### src/rtl/tap_debouncer.sv
// rtl/tap_debouncer.sv - debounced, arbitrated one-hot tap pulses from raw mole-hole inputs
//
// Purpose: per-channel 2-flop synchronizer, counter debounce, rising-edge
// detect and lowest-index arbitration gated by enable.
//
// Ports:
//   clk          system clock, rising edge
//   clr          synchronous active-high reset
//   enable       round running; gates tap and multi_press only
//   raw_tap      asynchronous raw inputs, 1 = pressed
//   tap          one-hot single-cycle press pulse
//   tap_level    debounced level per channel
//   multi_press  single-cycle flag: two or more presses accepted together
module tap_debouncer #(
  parameter int N_TAPS          = 9,
  parameter int DEBOUNCE_CYCLES = 1000000,
  parameter int CNT_W           = 20
) (
  input  logic              clk,
  input  logic              clr,
  input  logic              enable,
  input  logic [N_TAPS-1:0] raw_tap,
  output logic [N_TAPS-1:0] tap,
  output logic [N_TAPS-1:0] tap_level,
  output logic              multi_press
);

  localparam logic [CNT_W-1:0] CNT_LAST = CNT_W'(DEBOUNCE_CYCLES - 1);

  logic [N_TAPS-1:0] s1;
  logic [N_TAPS-1:0] raw_s;
  logic [N_TAPS-1:0] lvl_prev;
  logic [N_TAPS-1:0] rise;
  logic [N_TAPS-1:0] first_rise;
  logic              multi;
  logic              seen;
  logic [CNT_W-1:0]  cnt [N_TAPS];

  always_comb begin
    rise       = tap_level & ~lvl_prev;
    // Isolate the lowest set bit: two's complement trick.
    first_rise = rise & (~rise + N_TAPS'(1));
    seen       = 1'b0;
    multi      = 1'b0;
    for (int i = 0; i < N_TAPS; i++) begin
      multi = multi | (seen & rise[i]);
      seen  = seen | rise[i];
    end
  end

  always_ff @(posedge clk) begin
    if (clr) begin
      s1          <= '0;
      raw_s       <= '0;
      tap_level   <= '0;
      lvl_prev    <= '0;
      tap         <= '0;
      multi_press <= 1'b0;
      for (int i = 0; i < N_TAPS; i++) begin
        cnt[i] <= '0;
      end
    end else begin
      s1          <= raw_tap;
      raw_s       <= s1;
      // Tracks the level regardless of enable, so a rise seen while
      // disabled is consumed and never replayed later.
      lvl_prev    <= tap_level;
      tap         <= enable ? first_rise : '0;
      multi_press <= enable & multi;
      for (int i = 0; i < N_TAPS; i++) begin
        if (raw_s[i] == tap_level[i]) begin
          cnt[i] <= '0;
        end else if (cnt[i] == CNT_LAST) begin
          tap_level[i] <= raw_s[i];
          cnt[i]       <= '0;
        end else begin
          cnt[i] <= cnt[i] + CNT_W'(1);
        end
      end
    end
  end

endmodule
### config.mk
export PLATFORM = sky130hd
export DESIGN_NAME = tap_debouncer
export DESIGN_NICKNAME = d
export VERILOG_FILES = /design/src/rtl/tap_debouncer.sv
export SDC_FILE = /design/constraint.sdc
export NUM_CORES = 1
export LEC_CHECK = 0
export ABC_CLOCK_PERIOD_IN_PS = 2200
export CORE_MARGIN = 2
export CORE_UTILIZATION = 64
export CTS_BUF_LIST = sky130_fd_sc_hd__clkbuf_4
export CTS_CLUSTER_SIZE = 28
export DETAILED_ROUTE_END_ITERATION = 8
export PLACE_DENSITY = 0.94
export SYNTH_ARGS = -nofsm -noshare
export SYNTH_HDL_FRONTEND = slang
export SYNTH_SLANG_ARGS = --single-unit
export TNS_END_PERCENT = 20
### constraint.sdc
create_clock -name clk -period 2.2 [get_ports clk]
set_input_delay 0.22 -clock clk [delete_from_list [all_inputs] [get_ports clk]]
set_output_delay 0.22 -clock clk [all_outputs]
set_load 0.01 [all_outputs]
==> Word level (Yosys, flattened, before mapping) <==
Memories as Yosys holds them, arrays and structs flattened.
Cells that the tools add are included.
{ "classes": {"n_addsub": 10, "n_eq_ne": 18, "muxes": 128, "bitwise_logic": 64, "reduce_logical": 10} }
{ "op_table": {"columns": ["op", "count"], "rows": [
  ["20-bit 2-to-1 mux", 27],
  ["20-bit by 1-bit adder with 20-bit output (second input constant)", 9],
  ["20-bit == test (second input constant)", 9],
  ["1-bit 2-to-1 mux", 101],
  ["1-bit OR", 41],
  ["9-bit AND", 2],
  ["9-bit inverter", 2],
  ["2-bit AND reduction", 9],
  ["1-bit inverter", 10],
  ["9-bit by 1-bit adder with 9-bit output (second input constant)", 1],
  ["1-bit AND", 9],
  ["1-bit == test", 9],
  ["2-bit OR reduction", 1]
]} }
{ "word_totals": {"regBits": 46, "mem_bits_rw": 180, "input_bits": 12, "out_inout_bits": 19, "n_memories": 1} }
{ "memory_table": {"columns": ["name", "words", "word_bits", "read_ports", "rd_ports_with_merged_regs", "wr", "line", "source"], "rows": [
  ["cnt", 9, 20, 9, 0, 9, "37", "logic [CNT_W-1:0] cnt [N_TAPS];"]
]} }

==> Depth between registers and ports, before layout <==
Gate-level depths: netlist of the first run.
{ "logic_depth": {"ltp_word": 12, "mapped_depth": 8, "mapped_depth_nobuf": 6} }

==> Worst setup path after synthesis of the first run <==
No wires, ideal clock.
{ "synth_timing": {"path_type": "reg-to-reg", "start": "mem cnt[7][0]", "end": "mem cnt[7][12], data pin", "setup_time_ps": 254, "t_arrival_ps": 1605, "required_ps": 1946, "slack_ps": 341, "stages_incl_launch_ff": 9, "n_path_buf": 2, "synth_period_minus_slack_ps": 1859, "path_cell_list": "edfxtp_1 -> ha_1 -> nand2_1 -> or2_1 -> or3_4 -> nand2b_1 -> buf_4 -> buf_6 -> nor2_1"} }
{ "synth_rtl": {"columns": ["element", "line"], "rows": [
  ["from (decl)", "37"]
]} }

==> reports/results.tsv, run 1 <==
stage	metric	value	unit
status	status	completed	
critical_path	worst_setup_path_end_kind	register	
run	drv_cap	0	
timing	fmax	484	MHz
synthesis	netlist_area	11200	sq um
pwr	ir_drop	0.487	mV
pwr	pwr-share-comb	0.040	
pwr	p_int	0.00699	W
synthesis	ys_warn_count	0	
synthesis	postSynthCellCount	1037	
floorplanning	num_rows	48	
critical_path	crit_required	2.61	ns
synthesis	ys_ff_latch	226	
cts	cts-root-buf	clkbuf_4	
critical_path	path_cells	nor4_1 > nand2_1 > nor4_2 > or3_1 > buf_4 > nor2_1	
cts	cts-buffers-inserted	57	
place	io_buffers	30	
cells_and_area	multi_input_comb_area	5310	sq um
synthesis	synth_edf_count	180	
pwr	leakage	4.87	nW
pwr	p_switching	0.00202	W
cts	cts_tree	done	
synthesis	synth_cell_type_count	48	
timing	period_share	0.939	
timing	tightest_slew	0.522	ns
pwr	p_seq_frac	0.548	
floorplanning	fp.dieH	136	microns
detailed_routing	drc	0	
timing	hold_violations	0	
pwr	p_clk_frac	0.412	
cells_and_area	area_growth	19.0	%
synthesis	synth_flop_cell	edfxtp_1	
floorplanning	initial_core_util	0.651	
detailed_routing	wirelength	21.8	mm
cts	cts.sinks	226	
grt	antenna_found_initial	1	
timing	skew	0.0351	ns
hold_path	min_path_type	in2reg	
timing	finalSetupViolCount	0	
critical_path	max_stage_delay	0.44	ns
grt	grt_max_degree	24	
floorplanning	coreArea	17200	sq um
detailed_routing	drtIter0Drc	580	
place	place_hpwl	14.8	mm
floorplanning	die_area	18500	sq um
detailed_routing	drtAntennaViolNets	0	
critical_path	cp-start-kind	register	
timing	whs	0.111	ns
floorplanning	ios	31	
detailed_routing	drt_pass1_iterations	5	
cts	htreeDepth	2	
cts	clockBufferDepth	3	
detailed_routing	wl_per_cell	13.8	microns
grt	gr-total-overflow	0	
pwr	p_sw_frac	0.224	
cts	worstSkewPairLatency	0.67	ns
synthesis	ys_seq_area_frac	0.566	
cts	clk_pin_slew	0.08	ns
timing	slew_viol_final	0	
critical_path	worst-path-max-fanout	20	
critical_path	worstSetupPathType	reg2reg	
floorplanning	die_width	136	microns
timing	rsz0062_at_grt	false	
detailed_routing	num_vias	8141	
pwr	powerDensity	678	nW/um^2
grt	grt_use_total	0.241	
synthesis	synth-async-reset-ratio	0	
cells_and_area	layout.cells.most_common_list	nor2_1 (223), edfxtp_1 (180), conb_1 (180), xor2_1 (99), clkbuf_4 (96)	
place	gp_congestion	0.836	
detailed_routing	via_per_inst	5.16	
cells_and_area	final_common_cell	nor2_1	
critical_path	cp.arrival	2.48	ns
synthesis	synth.avg_cell_area	10.8	sq um
timing	setup_tns	0	ns
cells_and_area	seqCellArea	6330	sq um
critical_path	cp_slowest_cell	edfxtp_1	
timing	relSlewSlack	0.649	
timing	min_period	2.07	ns
cells_and_area	fill_cells	1058	
cells_and_area	final_nets	1326	
cells_and_area	drive_above_1_share	0.103	
grt	grt_pass1_vias	8116	
grt	grt_pass1_wl	35.7	mm
==> power groups by stage <==
| stage | Clock (W) | Combinational (W) | Sequential, W |
|---|---|---|---|
| after detailed placement | 0 | 0.000337 | 0.00502 |
| final | 0.00371 | 0.000362 | 0.00493 |
| after global placement | 0 | 0.000327 | 0.00501 |
| after global routing | 0.00399 | 0.000408 | 0.00495 |
| after floorplan | 0 | 0.000269 | 0.00498 |
| after CTS | 0.00380 | 0.000346 | 0.00493 |
==> through the flow <==
stage                     total power [W]  setup slack (ns)  area, sq um  std cells  utilization
after detailed placement          0.00536             0.103        12500       1470        0.727
final                             0.00901             0.134        13300       1579        0.774
after floorplan                   0.00525             0.341        11800       1216            -
after global placement            0.00533             0.204        12500       1470        0.727
after CTS                         0.00907            0.0523        13300       1578        0.773
after global routing              0.00935            0.0302        13300       1579        0.774
==> state kept, by name, summed over array words and instances (netlist names) <==
signal / flops
cnt: 180
s1: 9
raw_s: 9
tap_level: 9
lvl_prev: 9
tap: 9
multi_press: 1
==> metal layers <==
| layer | vias up | GRT usage | share of wire |
|---|---|---|---|
| met5 | - | 0 | 0 |
| met3 | 44 | 0.0406 | 0.046 |
| met2 | 234 | 0.418 | 0.51 |
| met1 | 3839 | 0.297 | 0.42 |
| li1 | 4024 | - | - |
| met4 | 0 | 0.109 | 0.025 |
==> worst max-delay path: cells and delay by family (launching register included) <==
kind          cells  cell delay (ns)
simple gates      5             1.11
flops             1             0.44
buf+inv           1             0.24
==> cells by family (layout without fill, tap and decap cells) <==
| family | Yosys count | in the layout | synth area share |
|---|---|---|---|
| fa+ha+maj | 10 | 10 | 0.0110 |
| simple gates | 567 | 567 | 0.257 |
| buf+inv | 48 | 185 | 0.0198 |
| flops | 226 | 226 | 0.566 |
| compound gates | 5 | 5 | 0.00336 |
| other cells | 1 | 181 | 0.000336 |
| xor+xnor | 171 | 171 | 0.134 |
| mux | 9 | 9 | 0.00817 |
==> area by class of cell <==
| type | count | area share |
|---|---|---|
| tap | 225 | 0.0212 |
| clock buffer | 96 | 0.0542 |
| antenna | 1 | 0.000188 |
| clock inverter | 11 | 0.00508 |
| inverter | 26 | 0.00734 |
| timing repair buffer | 52 | 0.0367 |
| sequential | 226 | 0.476 |
| multi-input combinational | 942 | 0.400 |
==> Yosys cell counts (12+ instances only) <==
cell | instances | area (sq um)
nor2_1 | 223 | 837
edfxtp_1 | 180 | 5410
xor2_1 | 99 | 867
xnor2_1 | 72 | 631
nand3_1 | 68 | 340
nand2_1 | 62 | 233
dfxtp_1 | 46 | 921
nand4_1 | 38 | 238
nor2b_1 | 36 | 225
inv_1 | 26 | 97.6
nor3_1 | 25 | 125
and3_1 | 20 | 125
nor4_1 | 20 | 125
and4_1 | 14 | 123
buf_2 | 12 | 60.1
nand2b_1 | 12 | 75.1
==> path summary, 6_finish.rpt <==
kind	start	to	slack, ns	cells past startpoint
setup / recovery	cnt[0][13]	cnt[0][18]	0.13	6
hold / removal	raw_tap[1]	s1[1]	0.11	2
setup reg to reg	cnt[0][13]	cnt[0][18]	0.13	6
hold reg to reg	s1[8]	raw_s[8]	0.44	1
==> timing repair <==
action / 4_1_cts / 5_1_grt
setup buffers: 0 / 0
hold buffers: 1 / 0
endpoints found under the setup margin: 0 / 38
hold endpoints to repair: 8 / 0
resized for setup: 0 / 2
Note: power is estimated with default switching activity, not from simulation.
==> run 2: changes to the inputs <==
--- a/config.mk
+++ b/config.mk
@@ -11,6 +11,7 @@
 export CTS_BUF_LIST = sky130_fd_sc_hd__clkbuf_4
 export CTS_CLUSTER_SIZE = 28
 export DETAILED_ROUTE_END_ITERATION = 8
+export GPL_ROUTABILITY_DRIVEN = 0
 export PLACE_DENSITY = 0.94
 export SYNTH_ARGS = -nofsm -noshare
 export SYNTH_HDL_FRONTEND = slang
==> results of run 2 <==
Same layout as run 1: the final DEF is identical, and so are final timing and power.
==> run 3: changes to the inputs <==
--- a/config.mk
+++ b/config.mk
@@ -5,14 +5,15 @@
 export SDC_FILE = /design/constraint.sdc
 export NUM_CORES = 1
 export LEC_CHECK = 0
-export ABC_CLOCK_PERIOD_IN_PS = 2200
+export ABC_CLOCK_PERIOD_IN_PS = 1740
 export CORE_MARGIN = 2
-export CORE_UTILIZATION = 64
+export CORE_UTILIZATION = 58
 export CTS_BUF_LIST = sky130_fd_sc_hd__clkbuf_4
 export CTS_CLUSTER_SIZE = 28
 export DETAILED_ROUTE_END_ITERATION = 8
 export GPL_ROUTABILITY_DRIVEN = 0
-export PLACE_DENSITY = 0.94
+export GPL_TIMING_DRIVEN = 0
+export PLACE_DENSITY = 0.91
 export SYNTH_ARGS = -nofsm -noshare
 export SYNTH_HDL_FRONTEND = slang
 export SYNTH_SLANG_ARGS = --single-unit
==> constraint.sdc (replaced) <==
create_clock -name clk -period 1.74 [get_ports clk]
set_input_delay 0.174 -clock clk [delete_from_list [all_inputs] [get_ports clk]]
set_output_delay 0.174 -clock clk [all_outputs]
set_load 0.01 [all_outputs]
==> run 3 against run 2 <==
The run now ends with DRC, setup timing left. Combinational power grew 92%. Critical endpoint is now cnt[3][6]. Total power up 31%. Non-clock buffer count rose by 86. Critical path depth grew 1. Setup slack got worse by 0.48 ns. Largest power group unchanged.
==> reports/results.tsv, run 3 (same netlist as run 1, synthesis figures left out) <==
stage	metric	value	unit	change
status	status	finished, violations left		
status	violations	DRC, setup timing		
floorplanning	ios	31		unchanged
detailed_routing	drc	2		+2
place	dpl.cell_count	1506		+2.4%
grt	grt_pass1_vias	8588		+5.8%
grt	grt_max_degree	15		-38%
place	io_buffers	30		unchanged
critical_path	cp.arrival	2.52	ns	+0.04 ns
grt	gr-total-overflow	0		unchanged
cts	cts-buffers-inserted	57		unchanged
place	place_hpwl	14.3	mm	-3.2%
detailed_routing	num_vias	9484		+16%
timing	slew_viol_final	0		unchanged
critical_path	cp-start-kind	register		
timing	rsz0062_at_grt	true		
critical_path	worstSetupPathType	reg2reg		
detailed_routing	drtIter0Drc	915		+58%
pwr	powerDensity	805	nW/um^2	+19%
timing	min_period	2.08	ns	+0.0176 ns
timing	finalSetupViolCount	165		+165
critical_path	crit_required	2.18	ns	-0.43 ns
cts	htreeDepth	2		unchanged
grt	grt_pass1_wl	40.1	mm	+12%
detailed_routing	wl_per_cell	18.3	microns	+33%
detailed_routing	drtAntennaViolNets	0		unchanged
timing	fmax	480	MHz	-0.85%
cts	hold_buffers	0		-1
detailed_routing	drt_pass1_iterations	7		+2
timing	tightest_slew	0.567	ns	+0.0450 ns
pwr	ir_drop	0.652	mV	+34%
critical_path	worst_setup_path_end_kind	register		
cts	cts.sinks	226		unchanged
floorplanning	die_width	143	microns	+4.9%
critical_path	worst-path-max-fanout	5		-75%
cts	cts_tree	done		
cts	cts-root-buf	clkbuf_4		
cells_and_area	largest_register_ffs	180		unchanged
timing	setup_tns	-23.41	ns	-23.41 ns
floorplanning	initial_core_util	0.594		-0.0572
floorplanning	num_rows	50		+4.2%
cts	worstSkewPairLatency	0.71	ns	+0.04 ns
cells_and_area	final_nets	1412		+6.5%
hold_path	min_path_type	in2reg		
cts	clk_pin_slew	0.08	ns	about the same
detailed_routing	wirelength	31.1	mm	+43%
cells_and_area	instances_no_fill	1700		+7.7%
timing	setup_slack	-0.343	ns	-0.478 ns
run	drv_cap	0		unchanged
place	post-place-ws	-0.714	ns	-0.817 ns
grt	antenna_found_initial	1		unchanged
grt	grt_use_total	0.246		+0.00524
timing	hold_violations	0		unchanged
cells_and_area	final_common_cell	nor2_1		
timing	relSlewSlack	0.622		-0.0271
detailed_routing	via_per_inst	5.58		+8.2%
cells_and_area	layout.cells.most_common_list	nor2_1 (189), edfxtp_1 (180), conb_1 (180), xor2_1 (98), clkbuf_4 (98)		
pwr	leakage	5.59	nW	+15%
cells_and_area	drive_above_1_share	0.218		+0.115
timing	skew	0.0367	ns	+0.00163 ns
timing	period_share	1.20		+0.258
cells_and_area	area_growth	30.9	%	
cells_and_area	top_register	cnt		
floorplanning	coreArea	18800	sq um	+9.6%
floorplanning	fp.dieH	143	microns	+4.9%
floorplanning	die_area	20400	sq um	+10%
cts	clockBufferDepth	3		unchanged
## run 3: timing repair
action | CTS | global route
setup buffers | 36 | 48
gates cloned | 1 | 2
pin swaps | 37 | 36
gates resized for setup | 100 | 78
endpoints found under the setup margin | 194 | 174
## run 3: metal layers
layer / track usage / part of all wire
met5: 0 / 0
met4: 0.109 / 0.052
met3: 0.0486 / 0.078
met2: 0.420 / 0.50
met1: 0.306 / 0.37
## run 3: worst paths after layout
check	start	endpoint	slack, ns	depth (start not counted)
hold reg to reg	s1[5]	raw_s[5]	0.44	1
setup reg to reg	cnt[3][8]	cnt[3][6]	-0.34	7
hold / removal	raw_tap[7]	s1[7]	0.1	2
setup / recovery	cnt[3][8]	cnt[3][6]	-0.34	7
## run 3: final cells by class
class                           instances  area (sq um)
Multi-Input combinational cell        942          5870
Fill cell                             994          4200
Buffer                                 21           219
Timing Repair Buffer                  117          1010
Clock inverter                          9          35.0
Tap cell                              260           325
Antenna cell                            1          2.50
Clock buffer                           98           736
Sequential cell                       226          6330
Inverter                               26          97.6
## run 3: through the flow
stage,power (W),utilization,hold slack [ns],instance area (sq um)
final,0.0118,0.777,0.0970,14600
after global routing,0.0121,0.777,0.0629,14600
after CTS,0.0115,0.739,0.0697,13900
after detailed placement,0.00677,0.664,0.422,12500
after global placement,0.00675,0.664,0.418,12500
after floorplan,0.00664,-,0.302,11900
## run 3: worst max-delay path, stage by stage, from the launching register on
cell and delay, ns:
edfxtp_1 0.49, nor4b_4 0.33, nand4_1 0.23, nor2_2 0.22, or2_1 0.18, buf_6 0.16
buf_8 0.16, nor2_4 0.05
## run 3: where the power goes
part / switching (W) / internal, W
sequential: 0.000228 / 0.00603
clock: 0.00232 / 0.00252
combinational: 0.000388 / 0.000306
total: 0.00294 / 0.00885
